[src/rtl/nn_pkg.sv]
// ============================================================================
// nn_pkg : phase constants, sample type and argmax helper for layer_sequencer
// Revision: 1.0 - initial release
// ============================================================================
`default_nettype none

package nn_pkg;

  localparam int PH_CAPTURE     = 0;
  localparam int PH_LOAD        = 1;
  localparam int PASS_LEN_DEF   = 7;
  localparam int DATA_WIDTH_DEF = 8;

  // Widest vector the argmax helper accepts; callers zero-extend into it.
  localparam int NN_MAX_DW  = 32;
  localparam int NN_MAX_OUT = 16;

  typedef logic signed [DATA_WIDTH_DEF-1:0] sample_t;

  function automatic logic signed [NN_MAX_DW-1:0] elem_sext(
    input logic [NN_MAX_OUT*NN_MAX_DW-1:0] y,
    input int                              j,
    input int                              dw
  );
    logic [NN_MAX_DW-1:0] r;
    for (int b = 0; b < NN_MAX_DW; b++) begin
      r[b] = (b < dw) ? y[j*dw + b] : y[j*dw + dw - 1];
    end
    return $signed(r);
  endfunction

  // Strict greater-than keeps the lowest index on ties.
  function automatic int unsigned argmax_idx(
    input logic [NN_MAX_OUT*NN_MAX_DW-1:0] y,
    input int                              num_out,
    input int                              dw
  );
    logic signed [NN_MAX_DW-1:0] best;
    logic signed [NN_MAX_DW-1:0] cur;
    int unsigned                 idx;
    best = elem_sext(y, 0, dw);
    idx  = 0;
    for (int j = 1; j < NN_MAX_OUT; j++) begin
      cur = elem_sext(y, j, dw);
      if ((j < num_out) && (cur > best)) begin
        best = cur;
        idx  = j;
      end
    end
    return idx;
  endfunction

endpackage

`default_nettype wire

[src/rtl/layer_sequencer_if.sv]
// ============================================================================
// layer_sequencer_if : input/neuron/output handshake bundle of layer_sequencer
// Revision: 1.0 - initial release
// ============================================================================
`default_nettype none

interface layer_sequencer_if #(
  parameter int DATA_WIDTH = 8,
  parameter int NUM_IN     = 4,
  parameter int NUM_OUT    = 3,
  parameter int CLS_W      = (NUM_OUT > 1) ? $clog2(NUM_OUT) : 1
);

  logic                          in_valid;
  logic                          in_ready;
  logic [NUM_IN*DATA_WIDTH-1:0]  in_data;
  logic                          nrn_en;
  logic                          nrn_run;
  logic [NUM_IN*DATA_WIDTH-1:0]  nrn_x;
  logic [NUM_OUT*DATA_WIDTH-1:0] nrn_y;
  logic                          out_valid;
  logic                          out_ready;
  logic [NUM_OUT*DATA_WIDTH-1:0] out_data;
  logic [CLS_W-1:0]              out_class;
  logic                          busy;

  modport master (
    input  in_valid, in_data, nrn_y, out_ready,
    output in_ready, nrn_en, nrn_run, nrn_x, out_valid, out_data, out_class, busy
  );

  modport slave (
    output in_valid, in_data, nrn_y, out_ready,
    input  in_ready, nrn_en, nrn_run, nrn_x, out_valid, out_data, out_class, busy
  );

endinterface

`default_nettype wire

[src/rtl/layer_sequencer_result_fifo.sv]
// ============================================================================
// result_fifo : 2-entry output FIFO; head entry is always presented on dout_o
// Revision: 1.0 - initial release
// ============================================================================
`default_nettype none

module result_fifo #(
  parameter int W = 24
) (
  input  logic         clk,
  input  logic         rst,
  input  logic         push_i,
  input  logic         pop_i,
  input  logic [W-1:0] din_i,
  output logic [W-1:0] dout_o,
  output logic [1:0]   count_o
);

  logic [W-1:0] head_q, head_d;
  logic [W-1:0] tail_q, tail_d;
  logic [1:0]   count_q, count_d;

  always_ff @(posedge clk or posedge rst) begin
    if (rst) begin
      head_q  <= '0;
      tail_q  <= '0;
      count_q <= 2'd0;
    end else begin
      head_q  <= head_d;
      tail_q  <= tail_d;
      count_q <= count_d;
    end
  end

  // pop_i is only asserted when non-empty, push_i only when not full.
  always_comb begin
    head_d  = head_q;
    tail_d  = tail_q;
    count_d = count_q;
    case ({push_i, pop_i})
      2'b10: begin
        if (count_q == 2'd0) head_d = din_i;
        else                 tail_d = din_i;
        count_d = count_q + 2'd1;
      end
      2'b01: begin
        head_d  = tail_q;
        count_d = count_q - 2'd1;
      end
      2'b11: begin
        if (count_q == 2'd1) begin
          head_d = din_i;
        end else begin
          head_d = tail_q;
          tail_d = din_i;
        end
      end
      default: ;
    endcase
  end

  assign dout_o  = head_q;
  assign count_o = count_q;

endmodule

`default_nettype wire

[src/rtl/layer_sequencer.sv]
// ============================================================================
// layer_sequencer : feeds one free-running neuron layer and buffers its results
// Optional feature macro: ARGMAX_EN (stores/presents argmax class per result)
// Revision: 1.0 - initial release
// ============================================================================
`default_nettype none

module layer_sequencer
  import nn_pkg::*;
#(
  parameter int DATA_WIDTH = DATA_WIDTH_DEF,
  parameter int NUM_IN     = 4,
  parameter int NUM_OUT    = 3,
  parameter int PASS_LEN   = PASS_LEN_DEF
) (
  input  logic              clk,
  input  logic              rst,
  layer_sequencer_if.master bus
);

  localparam int PH_W  = (PASS_LEN > 1) ? $clog2(PASS_LEN) : 1;
  localparam int XW    = NUM_IN * DATA_WIDTH;
  localparam int YW    = NUM_OUT * DATA_WIDTH;
  localparam int CLS_W = (NUM_OUT > 1) ? $clog2(NUM_OUT) : 1;
`ifdef ARGMAX_EN
  localparam int FW    = YW + CLS_W;
`else
  localparam int FW    = YW;
`endif

  logic [PH_W-1:0] ph_q, ph_d;
  logic            tag_q, tag_d;
  logic            boot_q, boot_d;
  logic [XW-1:0]   nrn_x_q, nrn_x_d;

  logic            w_at_cap;
  logic            w_wrap;
  logic            w_push;
  logic            w_pop;
  logic            w_in_ready;
  logic            w_accept;
  logic [1:0]      w_count;
  logic [1:0]      w_count_nxt;
  logic [FW-1:0]   w_fifo_din;
  logic [FW-1:0]   w_fifo_dout;

  // State register
  always_ff @(posedge clk or posedge rst) begin
    if (rst) begin
      ph_q    <= '0;
      tag_q   <= 1'b0;
      boot_q  <= 1'b1;
      nrn_x_q <= '0;
    end else begin
      ph_q    <= ph_d;
      tag_q   <= tag_d;
      boot_q  <= boot_d;
      nrn_x_q <= nrn_x_d;
    end
  end

  // Next-state logic; boot_q marks the neuron BYPASS pass, which never loads X.
  always_comb begin
    ph_d    = w_wrap ? '0 : ph_q + 1'b1;
    boot_d  = boot_q && !w_wrap;
    tag_d   = tag_q;
    nrn_x_d = nrn_x_q;
    if (w_at_cap) tag_d = w_accept;
    if (w_accept) nrn_x_d = bus.in_data;
  end

  // Output / handshake logic
  always_comb begin
    w_at_cap    = (ph_q == PH_W'(PH_CAPTURE));
    w_wrap      = (ph_q == PH_W'(PASS_LEN - 1));
    w_push      = w_at_cap && tag_q;
    w_pop       = bus.out_ready && (w_count != 2'd0);
    w_count_nxt = w_count + {1'b0, w_push} - {1'b0, w_pop};
    w_in_ready  = w_at_cap && !boot_q && (w_count_nxt <= 2'd1);
    w_accept    = bus.in_valid && w_in_ready;
  end

`ifdef ARGMAX_EN
  logic [CLS_W-1:0] w_cls;
  assign w_cls = CLS_W'(argmax_idx((NN_MAX_OUT*NN_MAX_DW)'(bus.nrn_y), NUM_OUT, DATA_WIDTH));
  assign w_fifo_din    = {w_cls, bus.nrn_y};
  assign bus.out_class = w_fifo_dout[FW-1 -: CLS_W];
`else
  assign w_fifo_din    = bus.nrn_y;
  assign bus.out_class = '0;
`endif

  result_fifo #(
    .W (FW)
  ) u_fifo (
    .clk     (clk),
    .rst     (rst),
    .push_i  (w_push),
    .pop_i   (w_pop),
    .din_i   (w_fifo_din),
    .dout_o  (w_fifo_dout),
    .count_o (w_count)
  );

  assign bus.in_ready  = w_in_ready;
  assign bus.nrn_en    = 1'b1;
  assign bus.nrn_run   = 1'b1;
  assign bus.nrn_x     = nrn_x_q;
  assign bus.out_valid = (w_count != 2'd0);
  assign bus.out_data  = w_fifo_dout[YW-1:0];
  assign bus.busy      = tag_q || (w_count != 2'd0);

endmodule

`default_nettype wire
[src/flat_wrapper.sv]
// flat-port wrapper written by rule: the top's interface ports become plain ports
module layer_sequencer_flat import nn_pkg::*;
#(
  parameter int DATA_WIDTH = DATA_WIDTH_DEF,
  parameter int NUM_IN     = 4,
  parameter int NUM_OUT    = 3,
  parameter int PASS_LEN   = PASS_LEN_DEF
)
  (clk, rst, bus_in_valid, bus_in_data, bus_nrn_y, bus_out_ready, bus_in_ready, bus_nrn_en, bus_nrn_run, bus_nrn_x, bus_out_valid, bus_out_data, bus_out_class, bus_busy);
  layer_sequencer_if #(.DATA_WIDTH(DATA_WIDTH), .NUM_IN(NUM_IN), .NUM_OUT(NUM_OUT)) bus_i ();
  input  logic clk;
  input  logic rst;
  input wire logic [$bits(bus_i.in_valid)-1:0] bus_in_valid;
  input wire logic [$bits(bus_i.in_data)-1:0] bus_in_data;
  input wire logic [$bits(bus_i.nrn_y)-1:0] bus_nrn_y;
  input wire logic [$bits(bus_i.out_ready)-1:0] bus_out_ready;
  output wire logic [$bits(bus_i.in_ready)-1:0] bus_in_ready;
  output wire logic [$bits(bus_i.nrn_en)-1:0] bus_nrn_en;
  output wire logic [$bits(bus_i.nrn_run)-1:0] bus_nrn_run;
  output wire logic [$bits(bus_i.nrn_x)-1:0] bus_nrn_x;
  output wire logic [$bits(bus_i.out_valid)-1:0] bus_out_valid;
  output wire logic [$bits(bus_i.out_data)-1:0] bus_out_data;
  output wire logic [$bits(bus_i.out_class)-1:0] bus_out_class;
  output wire logic [$bits(bus_i.busy)-1:0] bus_busy;
  assign bus_i.in_valid = bus_in_valid;
  assign bus_i.in_data = bus_in_data;
  assign bus_i.nrn_y = bus_nrn_y;
  assign bus_i.out_ready = bus_out_ready;
  assign bus_in_ready = bus_i.in_ready;
  assign bus_nrn_en = bus_i.nrn_en;
  assign bus_nrn_run = bus_i.nrn_run;
  assign bus_nrn_x = bus_i.nrn_x;
  assign bus_out_valid = bus_i.out_valid;
  assign bus_out_data = bus_i.out_data;
  assign bus_out_class = bus_i.out_class;
  assign bus_busy = bus_i.busy;
  layer_sequencer #(.DATA_WIDTH(DATA_WIDTH), .NUM_IN(NUM_IN), .NUM_OUT(NUM_OUT), .PASS_LEN(PASS_LEN)) u_core (.clk(clk), .rst(rst), .bus(bus_i));
endmodule
[config.mk]
export PLATFORM = sky130hd
export DESIGN_NAME = layer_sequencer_flat
export DESIGN_NICKNAME = d
export VERILOG_FILES = /design/src/rtl/nn_pkg.sv /design/src/rtl/layer_sequencer_if.sv /design/src/rtl/layer_sequencer_result_fifo.sv /design/src/rtl/layer_sequencer.sv /design/src/flat_wrapper.sv
export SDC_FILE = /design/constraint.sdc
export NUM_CORES = 1
export LEC_CHECK = 0
export ABC_AREA = 1
export CAP_MARGIN = 40
export CORE_MARGIN = 2
export CORE_UTILIZATION = 47
export CTS_CLUSTER_DIAMETER = 50
export DETAILED_ROUTE_END_ITERATION = 16
export PLACE_DENSITY = 0.8
export SYNTH_ARGS = -nofsm -noshare
export SYNTH_HDL_FRONTEND = slang
export SYNTH_SLANG_ARGS = --single-unit
[constraint.sdc]
create_clock -name clk -period 3.1 [get_ports clk]
set_input_delay 0.62 -clock clk [delete_from_list [all_inputs] [get_ports clk]]
set_output_delay 0.62 -clock clk [all_outputs]
set_load 0.1 [all_outputs]
==> metrics.sh <==
STATUS='finished, final reports clean'
SETUP.WORST_PATH.END_CLASS='output port'
SYNTH-SIMPLE-AREA-SHARE_PCT=18.6
CLOCK_TREE.BUFFER_DEPTH=2
AGGREGATE_NEGATIVE_SETUP_SLACK_NS=0
WORSTHOLDPATHCELLS=2
CP.ARRIVAL_NS=2.30
HPWL_UM=6430
TIMING_WORST_SETUP_PATH_TYPE='flip-flop to output port'
CORE.ROWCOUNT=33
DR_TOTAL_VIAS=3392
WORST_SLACK_NS=0.181
CRITPATHLAUNCHTYPE='flip-flop'
CP_MAX_FO=4
TIMING.FINAL.SETUP_VIOLATIONS=0
MAPPED_CELLS=468
DRC=0
WORST_HOLD_PATH.ENDPOINT='u_core.boot_q'
GLOBALPLACE.CONGESTION=0.722
TOP_LEVEL_PORTS=123
SYNTH_ADDER_AREA_SHARE_PCT=2.15
SEQ_TOTAL_AREA_YOSYS_PCT=53.4
GLOBALROUTE.TOTALOVERFLOW=0
FIN_WORST_SKEW_NS=0.0112
R2R_SLACK_NS=0.52
DATA_REQUIRED_TIME_OF_THE_CRITICAL_PATH_NS=2.48
FINALHOLDWORSTSLACK_NS=0.465
SYNTH_MUX_AREA_SHARE_PCT=0
POST_SYNTH_NUM_CELL_TYPES=28
AREA.SEQUENTIAL_MM2=0.00218
SYNTH-XOR-AREA-SHARE_PCT=0.644
CRITICAL_PATH_S_MOST_FREQUENT_CELL='sky130_fd_sc_hd__inv_1'
WIRELENGTH_UM=9160
POST_SYNTH_INSTANCE_AREA_MM2=0.00408
VIAS_IN_THE_FIRST_GLOBAL_ROUTE=3431
PLACEMENT.SETUP.WORST_SLACK_NS=0.217
FINAL_CORE_UTIL_PCT=65.2
DIE_AREA_MM2=0.00944
R2R-START='u_core.u_fifo.count_o[1]'
TIGHTEST_SLEW_NS=0.687
YS_WARN_COUNT=0
CP.BUFFERS_INVERTERS=5
FMAXACHIEVABLE_GHz=0.343
CLOCK_INSERTION_DELAY_WORST_SKEW_NS=0.35
YS_SEQ_ELEMENTS=87
CP_TOP_FAMILY='simple AND/OR/NAND/NOR gates'
CTS.REPORTEDPATHS.CLKPINSLEW_NS=0.09
NNETSFINAL=646
WORSTPATHCELLLIST='inv_1 > ha_4 > inv_6 > nand2_2 > inv_1 > ha_1 > inv_1 > nand4_1 > nand2_2 > nand2_1 > nor2_4 > buf_12'
ROUTE.DETAILED.WL_PER_INST_UM=13.3
MAX-SLEW-MARGIN-REL_PCT=54.0
CTS.REPAIR_TIMING.SETUP_BUFFER_COUNT=0
HOLD_VIOL_FINAL=0
MAX-CAP-VIOLATIONS=0
DETAILEDROUTE.FIRSTITERATIONVIOLATIONS=148
CLOCK-SINKS=87
MAXIMUM_NUMBER_OF_PINS_ON_ONE_NET_BEFORE_GLOBAL_ROUTE_REPAIR=56
GRT_SETUP_UNREPAIRED='false'
ANTENNADIODECOUNT=0
CTS_TREE='done'
SYNTH_TOP_FAMILY_BY_AREA='simple AND/OR/NAND/NOR gates'
CLOCK-ROOT-BUFFER='sky130_fd_sc_hd__clkbuf_8'
POSTSYNTHAREAPERCELL_UM2=8.72
DRV_SLEW=0
DIE_W_UM=97.2
PLACEABLECOREAREA_MM2=0.00830
FINALCRITICALPERIOD_NS=2.92
WORST_HOLD_PATH_TYPE='flip-flop to flip-flop'
PORTBUFFERS=118
LAYOUT.FILLER_CELLS=684
ANT_NETS=0
FRACTION_OF_FINAL_LAYOUT_CELLS_SIZED_BEYOND_DRIVE_STRENGTH_1_PCT=21.7
HTREE_LEVELS=3
HOLD_BUFFERS=0
WORST_R2R_PATH_DEPTH=14
GRT_PASS1_WL_UM=15900
SYNTH_COMPOUND_AREA_SHARE_PCT=12.7
ANTENNA_FOUND_INITIAL=0
CPMAXSTAGEDELAYCELL='sky130_fd_sc_hd__dfrtp_2'
NUMCTSBUFFERS=9
MAX_STAGE_DELAY_NS=0.45
MULTIINPUTGATEAREA_MM2=0.00144
DETAIL_ROUTE.FIRST_PASS.ITERATIONS=4
FINALCRITPERIODSHARE_PCT=94.2
ROUTE.DETAILED.VIAS_PER_INST=4.92
SYN2LAYOUT_AREA_GROWTH_PCT=32.6
INITIAL_UTILIZATION_PCT=49.2
DIE_HEIGHT_UM=97.2
MIN_FROM='u_core.boot_q'
GROUTE.USAGE.OVERALL_PCT=20.2
R2R-END='u_core.bus.nrn_x[9]'
-- worst max-delay path by stage --
stage / from / end / cells after the start / slack [ns]
floorplan: u_core.u_fifo.count_o[1] / bus_in_ready / 12 / 0.006
global placement: bus_out_ready / bus_in_ready / 10 / 0.29
detailed placement: bus_out_ready / u_core.bus.nrn_x[9] / 12 / 0.22
finish: u_core.u_fifo.count_o[1] / bus_in_ready / 12 / 0.18
global route: u_core.u_fifo.count_o[0] / bus_in_ready / 12 / 0.008
CTS: u_core.u_fifo.count_o[1] / bus_in_ready / 12 / 0.05
-- registers in the layout, indices dropped and copies added (netlist names) --
signal and flops:
u_core.boot_q 1, u_core.bus.nrn_x 32, u_core.ph_q 3, u_core.tag_q 1, u_core.u_fifo.count_o 2, u_core.u_fifo.dout_o 24
u_core.u_fifo.tail_q 24
-- cells in the mapped netlist --
cell type / instances / share of area, %
sky130_fd_sc_hd__nand4_1: 33 / 5.1
sky130_fd_sc_hd__xor2_1: 1 / 0.21
sky130_fd_sc_hd__dfrtp_1: 86 / 53
sky130_fd_sc_hd__nand2_2: 8 / 1.2
sky130_fd_sc_hd__o31ai_1: 1 / 0.18
sky130_fd_sc_hd__o21ai_1: 5 / 0.61
sky130_fd_sc_hd__xnor2_1: 2 / 0.43
sky130_fd_sc_hd__o21ai_0: 34 / 4.2
sky130_fd_sc_hd__nand3_1: 2 / 0.25
sky130_fd_sc_hd__ha_1: 7 / 2.1
sky130_fd_sc_hd__conb_1: 2 / 0.18
sky130_fd_sc_hd__buf_4: 4 / 0.74
sky130_fd_sc_hd__a21oi_1: 2 / 0.25
sky130_fd_sc_hd__dfstp_2: 1 / 0.64
sky130_fd_sc_hd__nor2_1: 3 / 0.28
sky130_fd_sc_hd__buf_1: 1 / 0.092
sky130_fd_sc_hd__o211ai_1: 1 / 0.18
sky130_fd_sc_hd__o21ai_2: 17 / 3.6
sky130_fd_sc_hd__buf_6: 3 / 0.83
sky130_fd_sc_hd__o22ai_1: 24 / 3.7
sky130_fd_sc_hd__buf_2: 16 / 2.0
sky130_fd_sc_hd__nor2_4: 2 / 0.55
sky130_fd_sc_hd__inv_2: 3 / 0.28
sky130_fd_sc_hd__clkbuf_1: 7 / 0.64
sky130_fd_sc_hd__nand4_2: 1 / 0.31
sky130_fd_sc_hd__nand2_1: 115 / 11
sky130_fd_sc_hd__inv_1: 85 / 7.8
sky130_fd_sc_hd__nor2_2: 2 / 0.31
-- through the flow --
step	cells	cell area (um2)
after detailed placement	673	5220
after CTS	689	5400
after global placement	673	5220
after global routing	689	5410
final	689	5410
after floorplan	470	4100
-- tightest hold or removal path: stages (launching register included) --
cell                      delay (ns)
sky130_fd_sc_hd__dfstp_2        0.38
sky130_fd_sc_hd__o31ai_1        0.05
sky130_fd_sc_hd__inv_1          0.04
-- logic make-up (layout without fill, tap and decap cells) --
| group | after synthesis | after routing |
|---|---|---|
| and+or+nand+nor | 166 | 166 |
| buffers and inverters | 119 | 233 |
| DFF | 87 | 87 |
| AOI/OAI and AO/OA | 84 | 84 |
| adders and majority gates | 7 | 7 |
| xor gates and xnor gates | 3 | 3 |
| other | 2 | 4 |
-- layout by cell type, fill, tap and decap left out, drive strengths merged --
cell type / Yosys / routed
nand2: 123 / 123
inv: 88 / 89
dfrtp: 86 / 86
buf: 24 / 70
clkdlybuf4s50: 0 / 59
o21ai: 56 / 56
nand4: 34 / 34
o22ai: 24 / 24
clkbuf: 7 / 9
ha: 7 / 7
nor2: 7 / 7
conb: 2 / 4
clkinv: 0 / 4
xnor2: 2 / 2
nand3: 2 / 2
clkinvlp: 0 / 2
a21oi: 2 / 2
o211ai: 1 / 1
xor2: 1 / 1
o31ai: 1 / 1
dfstp: 1 / 1
-- layer usage --
layer,GRT usage [%],up-vias,routed length (um)
met5,0,-,0
met4,6.72,0,145
met3,6.98,16,784
met2,31.9,119,4210
met1,26.1,1556,4020
li1,-,1701,-
-- area by class of cell --
type | count | area share (%)
timing repair buffer | 129 | 21.1
tap | 105 | 2.43
sequential | 87 | 40.3
inverter | 88 | 6.22
clock buffer | 9 | 2.29
clock inverter | 7 | 1.02
multi-input combinational | 264 | 26.7
-- what timing repair did --
action,4_1_cts,5_1_grt
setup endpoints to repair,0,1
gates resized for setup,0,3
endpoints found under the hold margin,0,0
Power is not shown: default switching activity piles up to over one toggle a cycle in this logic, so the estimate is an artifact.
